===== src/rtl/dds_sine_gen_if.sv =====
// Control and sample bus for the DDS sine generator.
// The master drives the tuning controls; the slave (the generator) returns
// the sample tick, the output valid strobe and the signed sample.
interface dds_sine_gen_if #(
    parameter int PHASE_W = 32,
    parameter int OUT_W   = 16,
    parameter int AMP_W   = 16,
    parameter int DIV_W   = 16
);
    logic                      en;
    logic                      sync;
    logic [PHASE_W-1:0]        ftw;
    logic [PHASE_W-1:0]        phase_ofs;
    logic [AMP_W-1:0]          amp;
    logic [DIV_W-1:0]          div;
    logic                      sample_tick;
    logic                      out_valid;
    logic signed [OUT_W-1:0]   sample_out;

    modport master (
        output en, sync, ftw, phase_ofs, amp, div,
        input  sample_tick, out_valid, sample_out
    );

    modport slave (
        input  en, sync, ftw, phase_ofs, amp, div,
        output sample_tick, out_valid, sample_out
    );
endinterface


===== src/rtl/dds_sine_gen.sv =====
// Direct-digital-synthesis sine generator.
// A programmable divider produces sample ticks; each tick takes the current
// phase into a three-stage pipeline (quadrant fold, quarter-wave ROM read,
// sign restore and amplitude scaling) and advances the phase accumulator.
module dds_sine_gen #(
    parameter int PHASE_W = 32,
    parameter int LUT_AW  = 8,
    parameter int OUT_W   = 16,
    parameter int AMP_W   = 16,
    parameter int DIV_W   = 16
) (
    input  logic            clk,
    input  logic            reset,
    dds_sine_gen_if.slave   bus
);
    localparam int  QN     = 2**LUT_AW;
    localparam int  Q_W    = OUT_W - 1;
    localparam int  PROD_W = OUT_W + AMP_W + 1;
    localparam real PI     = 3.14159265358979323846;
    localparam real Q_MAX  = real'(2**(OUT_W-1) - 1);
    localparam logic signed [PROD_W-1:0] RND = PROD_W'(2**(AMP_W-1));

    // Quarter-wave table, sampled at half-step offsets so the folded
    // quadrants mirror exactly without duplicating the 0 and peak points.
    logic [Q_W-1:0] w_rom [QN];

    genvar gi;
    generate
        for (gi = 0; gi < QN; gi++) begin : g_rom
            localparam real ANG = PI / 2.0 * (real'(gi) + 0.5) / real'(QN);
            localparam int  VAL = $rtoi(Q_MAX * $sin(ANG) + 0.5);
            assign w_rom[gi] = Q_W'(VAL);
        end
    endgenerate

    logic [DIV_W-1:0]          r_div_cnt;
    logic [PHASE_W-1:0]        r_phase_acc;
    logic [LUT_AW-1:0]         r_idx;
    logic                      r_neg1;
    logic                      r_v1;
    logic [Q_W-1:0]            r_rom_q;
    logic                      r_neg2;
    logic                      r_v2;
    logic                      r_out_valid;
    logic signed [OUT_W-1:0]   r_sample_out;

    logic                      w_tick;
    logic [1:0]                w_quad;
    logic [LUT_AW-1:0]         w_idx_raw;
    logic [LUT_AW-1:0]         w_idx;
    logic signed [OUT_W-1:0]   w_q_ext;
    logic signed [OUT_W-1:0]   w_s;
    logic signed [AMP_W:0]     w_amp_s;
    logic signed [PROD_W-1:0]  w_prod;
    logic signed [PROD_W-1:0]  w_sum;

    // Divider compares against the live div value; no tick is shown while reset is held.
    assign w_tick    = bus.en && !reset && (r_div_cnt == bus.div);

    // Fold the phase into one quadrant: odd quadrants run the table backwards,
    // the upper half-cycle negates.
    assign w_quad    = r_phase_acc[PHASE_W-1 -: 2];
    assign w_idx_raw = r_phase_acc[PHASE_W-3 -: LUT_AW];
    assign w_idx     = w_quad[0] ? ~w_idx_raw : w_idx_raw;

    // Signed restore and rounded amplitude scale; the product width holds the
    // full range so the arithmetic shift result always fits OUT_W.
    assign w_q_ext   = {1'b0, r_rom_q};
    assign w_s       = r_neg2 ? -w_q_ext : w_q_ext;
    assign w_amp_s   = {1'b0, bus.amp};
    assign w_prod    = PROD_W'(w_s) * PROD_W'(w_amp_s);
    assign w_sum     = w_prod + RND;

    // Sample-rate divider: counts while enabled, restarts on each tick.
    always_ff @(posedge clk or posedge reset) begin
        if (reset) begin
            r_div_cnt <= '0;
        end else if (bus.en) begin
            if (w_tick) r_div_cnt <= '0;
            else        r_div_cnt <= r_div_cnt + DIV_W'(1);
        end
    end

    // Phase accumulator: sync reloads the offset and wins over the tick advance.
    always_ff @(posedge clk or posedge reset) begin
        if (reset) begin
            r_phase_acc <= '0;
        end else if (bus.sync) begin
            r_phase_acc <= bus.phase_ofs;
        end else if (w_tick) begin
            r_phase_acc <= r_phase_acc + bus.ftw;
        end
    end

    // Stage 1: capture folded table index and sign of the ticked phase.
    always_ff @(posedge clk or posedge reset) begin
        if (reset) begin
            r_v1   <= 1'b0;
            r_idx  <= '0;
            r_neg1 <= 1'b0;
        end else begin
            r_v1 <= w_tick;
            if (w_tick) begin
                r_idx  <= w_idx;
                r_neg1 <= w_quad[1];
            end
        end
    end

    // Stage 2: synchronous quarter-wave table read.
    always_ff @(posedge clk or posedge reset) begin
        if (reset) begin
            r_v2    <= 1'b0;
            r_rom_q <= '0;
            r_neg2  <= 1'b0;
        end else begin
            r_v2    <= r_v1;
            r_rom_q <= w_rom[r_idx];
            r_neg2  <= r_neg1;
        end
    end

    // Stage 3: scaled sample register, held between valid strobes.
    always_ff @(posedge clk or posedge reset) begin
        if (reset) begin
            r_out_valid  <= 1'b0;
            r_sample_out <= '0;
        end else begin
            r_out_valid <= r_v2;
            if (r_v2) r_sample_out <= OUT_W'(w_sum >>> AMP_W);
        end
    end

    assign bus.sample_tick = w_tick;
    assign bus.out_valid   = r_out_valid;
    assign bus.sample_out  = r_sample_out;
endmodule


===== src/flat_wrapper.sv =====
// flat-port wrapper written by rule: the top's interface ports become plain ports
module dds_sine_gen_flat 
#(
    parameter int PHASE_W = 32,
    parameter int LUT_AW  = 8,
    parameter int OUT_W   = 16,
    parameter int AMP_W   = 16,
    parameter int DIV_W   = 16
)
  (clk, reset, bus_en, bus_sync, bus_ftw, bus_phase_ofs, bus_amp, bus_div, bus_sample_tick, bus_out_valid, bus_sample_out);
  dds_sine_gen_if #(.PHASE_W(PHASE_W), .OUT_W(OUT_W), .AMP_W(AMP_W), .DIV_W(DIV_W)) bus_i ();
  input  logic clk;
  input  logic reset;
  input wire logic [$bits(bus_i.en)-1:0] bus_en;
  input wire logic [$bits(bus_i.sync)-1:0] bus_sync;
  input wire logic [$bits(bus_i.ftw)-1:0] bus_ftw;
  input wire logic [$bits(bus_i.phase_ofs)-1:0] bus_phase_ofs;
  input wire logic [$bits(bus_i.amp)-1:0] bus_amp;
  input wire logic [$bits(bus_i.div)-1:0] bus_div;
  output wire logic [$bits(bus_i.sample_tick)-1:0] bus_sample_tick;
  output wire logic [$bits(bus_i.out_valid)-1:0] bus_out_valid;
  output wire logic [$bits(bus_i.sample_out)-1:0] bus_sample_out;
  assign bus_i.en = bus_en;
  assign bus_i.sync = bus_sync;
  assign bus_i.ftw = bus_ftw;
  assign bus_i.phase_ofs = bus_phase_ofs;
  assign bus_i.amp = bus_amp;
  assign bus_i.div = bus_div;
  assign bus_sample_tick = bus_i.sample_tick;
  assign bus_out_valid = bus_i.out_valid;
  assign bus_sample_out = bus_i.sample_out;
  dds_sine_gen #(.PHASE_W(PHASE_W), .LUT_AW(LUT_AW), .OUT_W(OUT_W), .AMP_W(AMP_W), .DIV_W(DIV_W)) u_core (.clk(clk), .reset(reset), .bus(bus_i));
endmodule

===== config.mk =====
export PLATFORM = sky130hd
export DESIGN_NAME = dds_sine_gen_flat
export DESIGN_NICKNAME = d
export VERILOG_FILES = /design/src/rtl/dds_sine_gen_if.sv /design/src/rtl/dds_sine_gen.sv /design/src/flat_wrapper.sv
export SDC_FILE = /design/constraint.sdc
export NUM_CORES = 1
export LEC_CHECK = 0
export CORE_MARGIN = 4
export CORE_UTILIZATION = 25
export DETAILED_ROUTE_END_ITERATION = 12
export SLEW_MARGIN = 10
export SYNTH_ARGS = -nofsm -noshare
export SYNTH_HDL_FRONTEND = slang
export SYNTH_SLANG_ARGS = --single-unit

===== constraint.sdc =====
create_clock -name clk -period 14.33 [get_ports clk]
set_input_delay 1.433 -clock clk [delete_from_list [all_inputs] [get_ports clk]]
set_output_delay 1.433 -clock clk [all_outputs]
set_load 0.02 [all_outputs]

## After elaboration in Yosys (flattened, before gate mapping)

Memories as Yosys holds them, arrays and structs flattened. A register that Yosys moved wholly into a read port is not among the register bits.
Index checks and enable logic that the tools add are counted.

- Bits in registers: 77
- Bits in read-only memories: 3,840
- Bits of input ports: 100
- Output and inout bits: 18
- Logic and storage cells: 27
- Memories kept: 1

Memory list:

| memory | depth | width | rd ports | clocked after memory_dff | write ports | RTL line | RTL |
|---|---|---|---|---|---|---|---|
| (name not given) | 256 | 15 | 1 | 1 | 0 | dds_sine_gen.sv:118 | `r_rom_q <= w_rom[r_idx];` |

- $add $sub $neg: 4
- $mul: 1
- Equal/unequal tests: 1
- Muxes and demuxes: 5
- Bitwise logic cells: 2
- Reductions and logical operators: 4

Operators by type and width:

| cell | count |
|---|---|
| $mux W32 | 2 |
| $add A32 B17 Y32 const B | 1 |
| $add A32 B32 Y32 | 1 |
| $mul A16 B17 Y32 | 1 |
| $mux W16 | 2 |
| $add A16 B1 Y16 const B | 1 |
| $eq A16 B16 Y1 | 1 |
| $neg A15 Y16 | 1 |
| $not A8 Y9 | 1 |
| $mux W8 | 1 |
| $not A8 Y8 | 1 |
| $logic_and A1 B1 Y1 | 2 |
| $reduce_bool A2 Y1 | 1 |
| $logic_not A1 Y1 | 1 |

## Logic depth before layout (Yosys ltp)

Gate-level depths: netlist (run 1).

- Depth after elaboration: 5
- Gate-level depth with buffers: 31
- Depth with buffers taken out: 29

## Worst setup path after synthesis (run 1)

Ideal clock, no wire load.

- Kind: reg-to-reg
- From: register u_core.r_rom_q[3]
- To: register u_core.r_sample_out[15] (netlist: u_core.bus.sample_out[15])
- Setup time: 139 ps
- Arrival time: 7,155 ps
- Data required time: 14,191 ps
- Setup slack: 7,036 ps
- Stages on the path, launching flop included: 28
- Buffers on the path: 1
- Period minus slack after synthesis: 7,294 ps
- Cell sequence: dfrtp_1 -> or4_1 -> nor4_2 -> nand2_1 -> o21ai_0 -> xnor2_1 -> clkbuf_1 -> nand2_1 -> fa_1 -> inv_1 -> fa_1 -> fa_1 -> fa_1 -> fa_1 -> inv_1 -> fa_1 -> inv_1 -> ha_1 -> a21o_1 -> a21o_1 -> a21o_1 -> o21ai_0 -> a21oi_2 -> a41oi_4 -> nor3_2 -> a2111oi_2 -> xnor2_1 -> a21oi_1

- Cells in the longest elaborated chain, start to end: 4

Ends and longest elaborated chain:

| what | RTL line | RTL |
|---|---|---|
| start: declaration | dds_sine_gen.sv:41 | `logic [Q_W-1:0] r_rom_q;` |
| $neg A15 Y16 | dds_sine_gen.sv:69 | `assign w_s = r_neg2 ? -w_q_ext : w_q_ext;` |
| $mux W16 (*) | dds_sine_gen.sv:69 |  |
| $mul A16 B17 Y32 (*) | dds_sine_gen.sv:71 | `assign w_prod = PROD_W'(w_s) * PROD_W'(w_amp_s);` |
| $add A32 B17 Y32 (*) | dds_sine_gen.sv:72 | `assign w_sum = w_prod + RND;` |
| end signal: assignment | dds_sine_gen.sv:130 | `if (r_v2) r_sample_out <= OUT_W'(w_sum >>> AMP_W);` |
| end: declaration | dds_sine_gen.sv:45 | `logic signed [OUT_W-1:0] r_sample_out;` |

Every way passes the cells marked *; elsewhere a longest branch is shown, timed or not.
A chain may end at the register's enable or synchronous reset.

## Worst setup path after layout (run 1)

- From: register u_core.r_rom_q[0]
- To: register u_core.r_sample_out[12] (netlist: u_core.bus.sample_out[12])

The elaborated chain is that of the path after synthesis.

==> reports/metrics.yaml, run 1 <==
cts-hold-fix-buffers: 0
reg2reg_to: "u_core.bus.sample_out[12]"
grt_pass1_wl_mm: 91.50
status: "complete, no violations"
cts_tree: "yes"
place_ws_ns: 5.985
cts_buffers: 9
hold_path_class: "reg -> reg"
hp-start: "u_core.r_v1"
final_area_um2: 20470
min_to: "u_core.r_v2"
max_cap_viol_count: 0
totalWireLength_mm: 57.04
holdWs_ns: 0.3537
hold_viol: 0
slew_headroom_pct: 27.17
clock_tree.root_cell: "clkbuf_16"
p_sw_share_pct: 41.88
p_per_area_nw_per_um2: 53.30
yosys_most_used_dff: "dfrtp_1"
cts_resized: 0
core_um2: 71490
grt_max_degree: 89
maxSlewViolCount: 0
drive_gt1_share_pct: 5.344
postLayoutCoreUtil_pct: 28.63
share_seq_of_total_power_pct: 27.7
synth-edff-count: 0
netlist_area_um2: 18050
synth_top_cell_by_area: "fa_1"
insertion_delay_ns: 0.39
clockBufferDepth: 2
fmax_mhz: 121.3
rsz0062_at_grt: "no"
synth_common_cells: "284 x nand2_1, 283 x inv_1, 194 x fa_1"
fin_crit_ns: 8.247
instances_no_fill: 3234
cp_max_fo: 18
synthTopCellsByArea: "fa_1 22%, dfrtp_1 13%, ha_1 11%"
p_clk_share_pct: 24.0
syn-num-nets: 2715
wire_per_inst_um: 17.64
antenna_found_initial: 2
cts_sinks: 92
r2r-start: "u_core.r_rom_q[0]"
synth-seq-cells: 92
die_h_um: 276.7
ioPinCount: 118
drt_pass1_iterations: 8
h-tree-depth: 3
overflow: 0
finalWorstSetupSlack_ns: 6.084
combPwrFrac_pct: 48.2
drtIter0Drc: 1763
gp_congestion: 0.9856
yosysTopAreaCellShare_pct: 21.51
power.total_mw: 1.091
placed_area_um2: 20160
yosysSeqAreaShare_pct: 12.75
num_rows: 98
holdPathStages: 0
cp_data_required_time_ns: 14.61
worstSetupPathType: "reg -> reg"
start_util_pct: 25.25
syn_area_per_cell_um2: 8.002
ant_nets: 0
synth.yosys.warnings: 0
fin_crit_sh_pct: 57.55
synth_cells: 2256
clk_pin_slew_ns: 0.09
crit_arrival_ns: 8.52
r2r_cells: 27
p_switching_mw: 0.4568
cts_setup_buffers: 0
p_leak_nw: 9.156
dp_hpwl_mm: 42.18
yosysUniqueCellTypes: 90
tightest_slew_ns: 1.091
p_int_mw: 0.6339
grt_util_all_layers_pct: 14.75
setup_viol_count_final: 0
fin_nets: 2737
dp.cells: 3217
grt_pass1_vias: 16310
fin_skew_ns: 0.01670
port-buffer-count: 117
drc: 0
yosysMostFrequentCell: "nand2_1"
area_growth_pct: 13.37
crit_path_end_kind: "flop"
postSynth.asyncResetShare_pct: 100.0
start_kind: "flop"
reg2reg_setup_slack_ns: 6.08
vias: 16220
die_area_um2: 76570
via_per_inst: 5.015
ir_drop_mv: 0.07852
fin_setup_tns_ns: 0
die_x_um: 276.7
cells in the final DEF (no fill, tap or decap), drive strengths merged, types with 22 or more instances in the layout:
master	instances
inv	287
nand2	284
fa	194
ha	165
o21ai	155
nor2	150
a21oi	132
clkdlybuf4s50	116
dfrtp	92
and2	86
xnor2	63
nor2b	55
nand3	37
nor3	34
buf	33
xor2	32
a211oi	26
a31oi	25
mux2i	23
nand2b	22
worst max-delay path, stage by stage (launching register included):
cell      delay [ns]
dfrtp_1         0.75
inv_1           0.10
ha_1            0.23
nand2b_1        0.14
o21ai_0         0.15
xor2_2          0.89
nor2b_1         0.16
fa_1            0.59
inv_1           0.05
fa_1            0.45
fa_1            0.51
inv_1           0.05
fa_1            0.48
fa_1            0.49
inv_1           0.05
fa_1            0.48
inv_1           0.04
ha_1            0.28
nand2_1         0.09
a211oi_1        0.45
a211o_1         0.22
a21oi_2         0.07
a21oi_2         0.43
a41oi_4         0.23
o21bai_1        0.24
a21oi_1         0.11
xnor2_1         0.13
mux2_2          0.26
sequential cells by signal, summed over array words and instances (netlist names):
| name | cells |
|---|---|
| u_core.bus.out_valid | 1 |
| u_core.bus.sample_out | 16 |
| u_core.r_div_cnt | 16 |
| u_core.r_idx | 8 |
| u_core.r_neg1 | 1 |
| u_core.r_neg2 | 1 |
| u_core.r_phase_acc | 32 |
| u_core.r_rom_q | 15 |
| u_core.r_v1 | 1 |
| u_core.r_v2 | 1 |
power groups by stage:
stage	Sequential (mW)	Clock (mW)	Combinational (mW)
3_3_place_gp	0.307	0	0.525
4_1_cts	0.302	0.277	0.535
6_report	0.302	0.262	0.526
5_1_grt	0.305	0.284	0.603
2_1_floorplan	0.300	0	0.379
3_5_place_dp	0.307	0	0.530
per-layer routing:
| metal | vias to the layer above | wire [um] | GRT usage, % |
|---|---|---|---|
| li1 | 7569 | - | - |
| met1 | 7764 | 23790 | 19.49 |
| met2 | 747 | 25940 | 23.79 |
| met3 | 137 | 5021 | 3.035 |
| met4 | 2 | 2278 | 5.643 |
| met5 | - | 13 | 0 |
how the worst max path moves through the flow:
stage | startpoint | to | slack [ns] | cells after the start
final | u_core.r_rom_q[0] | u_core.bus.sample_out[12] | 6.08 | 27
after global routing | u_core.r_rom_q[0] | u_core.bus.sample_out[12] | 5.52 | 27
after CTS | u_core.r_rom_q[0] | u_core.bus.sample_out[12] | 6.01 | 27
after detailed placement | bus_amp[10] | u_core.bus.sample_out[12] | 5.98 | 22
after global placement | bus_amp[11] | u_core.bus.sample_out[12] | 6.06 | 22
after floorplan | u_core.r_rom_q[3] | u_core.bus.sample_out[15] | 7.04 | 27
cell type report:
class | count | area, um^2
Inverter | 285 | 1072
Clock inverter | 6 | 63.81
Fill cell | 7657 | 51020
Antenna cell | 1 | 2.502
Tap cell | 950 | 1189
Sequential cell | 92 | 2313
Timing Repair Buffer | 149 | 1406
Multi-Input combinational cell | 1741 | 14180
Clock buffer | 10 | 239.0
logic make-up after synthesis:
kind of cell	after synthesis	share of synthesized area, %
AO/OA/AOI/OAI	502	18.03
XOR/XNOR	95	4.609
adder cells (fa/ha/maj)	360	33.01
buffers and inverters	423	8.899
flip-flops	92	12.75
multiplexers	48	3.355
AND/OR/NAND/NOR	736	19.35
(Power assumes the default switching activity.)
==> run 2, diff against run 1 <==
==> constraint.sdc (replaced) <==
create_clock -name clk -period 6.9 [get_ports clk]
set_input_delay 0.69 -clock clk [delete_from_list [all_inputs] [get_ports clk]]
set_output_delay 0.69 -clock clk [all_outputs]
set_load 0.02 [all_outputs]
==> run 2 against run 1 <==
The flow now finishes with violations (negative setup slack). Die area did not move. Critical path type unchanged. Wire length fell by 0.19%. Utilization rose by 1.4 points. Final cell count rose by 3.1%. Worst setup slack got worse by 6.2 ns. Non-clock buffer count rose by 102. Count of clock-buffer cells in the layout did not move. Final area rose by 4.9%. Clock skew fell by 0.0031 ns.
==> reports/metrics.yaml, run 2 (same netlist as run 1, synthesis figures left out) <==
status: "finished, violations left"
violations: "negative setup slack"
fin_nets: 2839  # +3.7%
hold_viol: 0  # unchanged
cts_sinks: 92  # unchanged
instances_no_fill: 3335  # +3.1%
crit_path_end_kind: "flop"
insertion_delay_ns: 0.39  # about the same
slew_headroom_pct: 38.06  # +11 points
finalWorstSetupSlack_ns: -0.1506  # -6.234 ns
seq_area_um2: 2313  # unchanged
hold_path_class: "reg -> reg"
placed_area_um2: 20940  # +3.9%
final_cell_mix: "283 x nand2_1, 281 x inv_1, 194 x fa_1"
antenna_found_initial: 0  # -2
clockBufferDepth: 2  # unchanged
fmax_mhz: 141.8  # +17%
area_growth_pct: 18.91
p_per_area_nw_per_um2: 115.9  # +120%
dp.cells: 3310  # +2.9%
clk_pin_slew_ns: 0.08  # about the same
drtIter0Drc: 1902  # +7.9%
wire_per_inst_um: 17.07  # -3.2%
port-buffer-count: 117  # unchanged
cts_tree: "yes"
r2r_cells: 27  # unchanged
holdWs_ns: 0.3541  # +0.0003620 ns
r2r-start: "u_core.r_rom_q[6]"
ioPinCount: 118  # unchanged
top_register: "u_core.r_phase_acc"
grt_util_all_layers_pct: 14.77  # +0.023 points
rsz0062_at_grt: "yes"
vias: 16590  # +2.3%
cts-hold-fix-buffers: 0  # unchanged
dp_hpwl_mm: 44.18  # +4.7%
largest_register_ffs: 32  # unchanged
multi_input_area_um2: 14340  # +1.1%
die_h_um: 276.7  # unchanged
die_area_um2: 76570  # unchanged
fin_skew_ns: 0.01362  # -0.003081 ns
reg2reg_to: "u_core.bus.sample_out[9]"
setup_viol_count_final: 9  # +9
gp_congestion: 0.9944  # +0.89%
fin_crit_ns: 7.051  # -1.196 ns
ant_nets: 0  # unchanged
cp_data_required_time_ns: 7.19  # -7.42 ns
maxSlewViolCount: 0  # unchanged
clock_tree.root_cell: "clkbuf_16"
start_util_pct: 25.25  # unchanged
num_antenna_cells: 0  # -1
core_um2: 71490  # unchanged
ir_drop_mv: 0.1324  # +69%
via_per_inst: 4.974  # -0.82%
cp_max_fo: 4  # -14
grt_pass1_vias: 16770  # +2.8%
max_cap_viol_count: 0  # unchanged
drive_gt1_share_pct: 10.31  # +5.0 points
reg2reg_setup_slack_ns: -0.15  # -6.23 ns
final_common_cell: "nand2_1"
setup.worst_path.start: "u_core.r_rom_q[6]"
overflow: 0  # unchanged
tightest_slew_ns: 0.9256  # -0.1659 ns
crit_arrival_ns: 7.34  # -1.18 ns
n_fill_cell: 7592  # -0.85%
totalWireLength_mm: 56.93  # -0.19%
worstSetupPathType: "reg -> reg"
drt_pass1_iterations: 9  # +1
die_x_um: 276.7  # unchanged
postLayoutCoreUtil_pct: 30.03  # +1.4 points
final_area_um2: 21470  # +4.9%
h-tree-depth: 3  # unchanged
start_kind: "flop"
cts_buffers: 9  # unchanged
critPathCapture: "u_core.bus.sample_out[9]"
grt_pass1_wl_mm: 92.41  # +1.0%
grt_max_degree: 91  # +2.2%
p_leak_nw: 9.729  # +6.3%
drc: 0  # unchanged
fin_crit_sh_pct: 102.2  # +45 points
num_rows: 98  # unchanged
-- run 2: metal layers --
layer / vias up / track usage [%] / wire length, um
li1: 7781 / - / -
met1: 7926 / 19.90 / 24700
met2: 736 / 23.85 / 25840
met3: 146 / 2.672 / 4485
met4: 0 / 5.212 / 1901
met5: - / 0 / 0
-- run 2: layout make-up --
| class | count | share of cell area (%) |
|---|---|---|
| timing repair buffer | 251 | 10.40 |
| clock inverter | 6 | 0.4372 |
| inverter | 285 | 4.995 |
| tap | 950 | 5.537 |
| sequential | 92 | 10.78 |
| multi-input combinational | 1741 | 66.78 |
| clock buffer | 10 | 1.067 |
-- run 2: how the worst min path moves through the flow --
stage	start	cells past startpoint	slack [ns]	endpoint
final	u_core.r_v1	0	0.35	u_core.r_v2
after global routing	u_core.r_v1	0	0.37	u_core.r_v2
after CTS	u_core.r_v1	0	0.35	u_core.r_v2
after detailed placement	u_core.r_v1	0	0.34	u_core.r_v2
after global placement	u_core.r_v1	0	0.34	u_core.r_v2
after floorplan	u_core.r_v1	0	0.33	u_core.r_v2
-- run 2: where the power goes --
| group | switching, mW | leakage [nW] | internal, mW |
|---|---|---|---|
| registers | 0.0490 | 1.15 | 0.579 |
| clock network | 0.270 | 0.159 | 0.323 |
| logic | 0.673 | 8.42 | 0.593 |
-- run 2: stage by stage --
step / power, mW / TNS [ns] / setup slack (ns)
2_1_floorplan: 1.425 / -0.2355 / -0.1363
3_3_place_gp: 1.851 / -1.280 / -0.2412
3_5_place_dp: 1.866 / -2.825 / -0.3964
4_1_cts: 2.515 / -0.9599 / -0.1562
5_1_grt: 2.692 / -4.424 / -0.4595
6_report: 2.487 / -0.7913 / -0.1506
-- run 2: repair_timing --
action / 4_1_cts / 5_1_grt
setup endpoints to repair: 12 / 15
pin swaps: 10 / 5
setup buffers: 7 / 2
gates resized for setup: 14 / 15
-- run 2: worst max-delay path, cell delays in order, from the launching register on --
cell      delay, ns
dfrtp_1        0.38
or4_4          0.55
nor4_4         0.18
nand2b_1       0.13
o31ai_2        0.32
xnor2_2        0.14
and2_4         0.18
fa_1           0.52
inv_2          0.04
fa_1           0.52
inv_1          0.05
fa_1           0.50
fa_1           0.43
fa_1           0.50
inv_1          0.05
fa_1           0.48
inv_1          0.05
ha_2           0.17
a21o_1         0.18
a21o_1         0.17
a21o_1         0.21
a31oi_4        0.18
a21oi_4        0.12
o21ai_2        0.14
nand2b_1       0.14
a221oi_2       0.26
xnor2_1        0.08
mux2_2         0.25
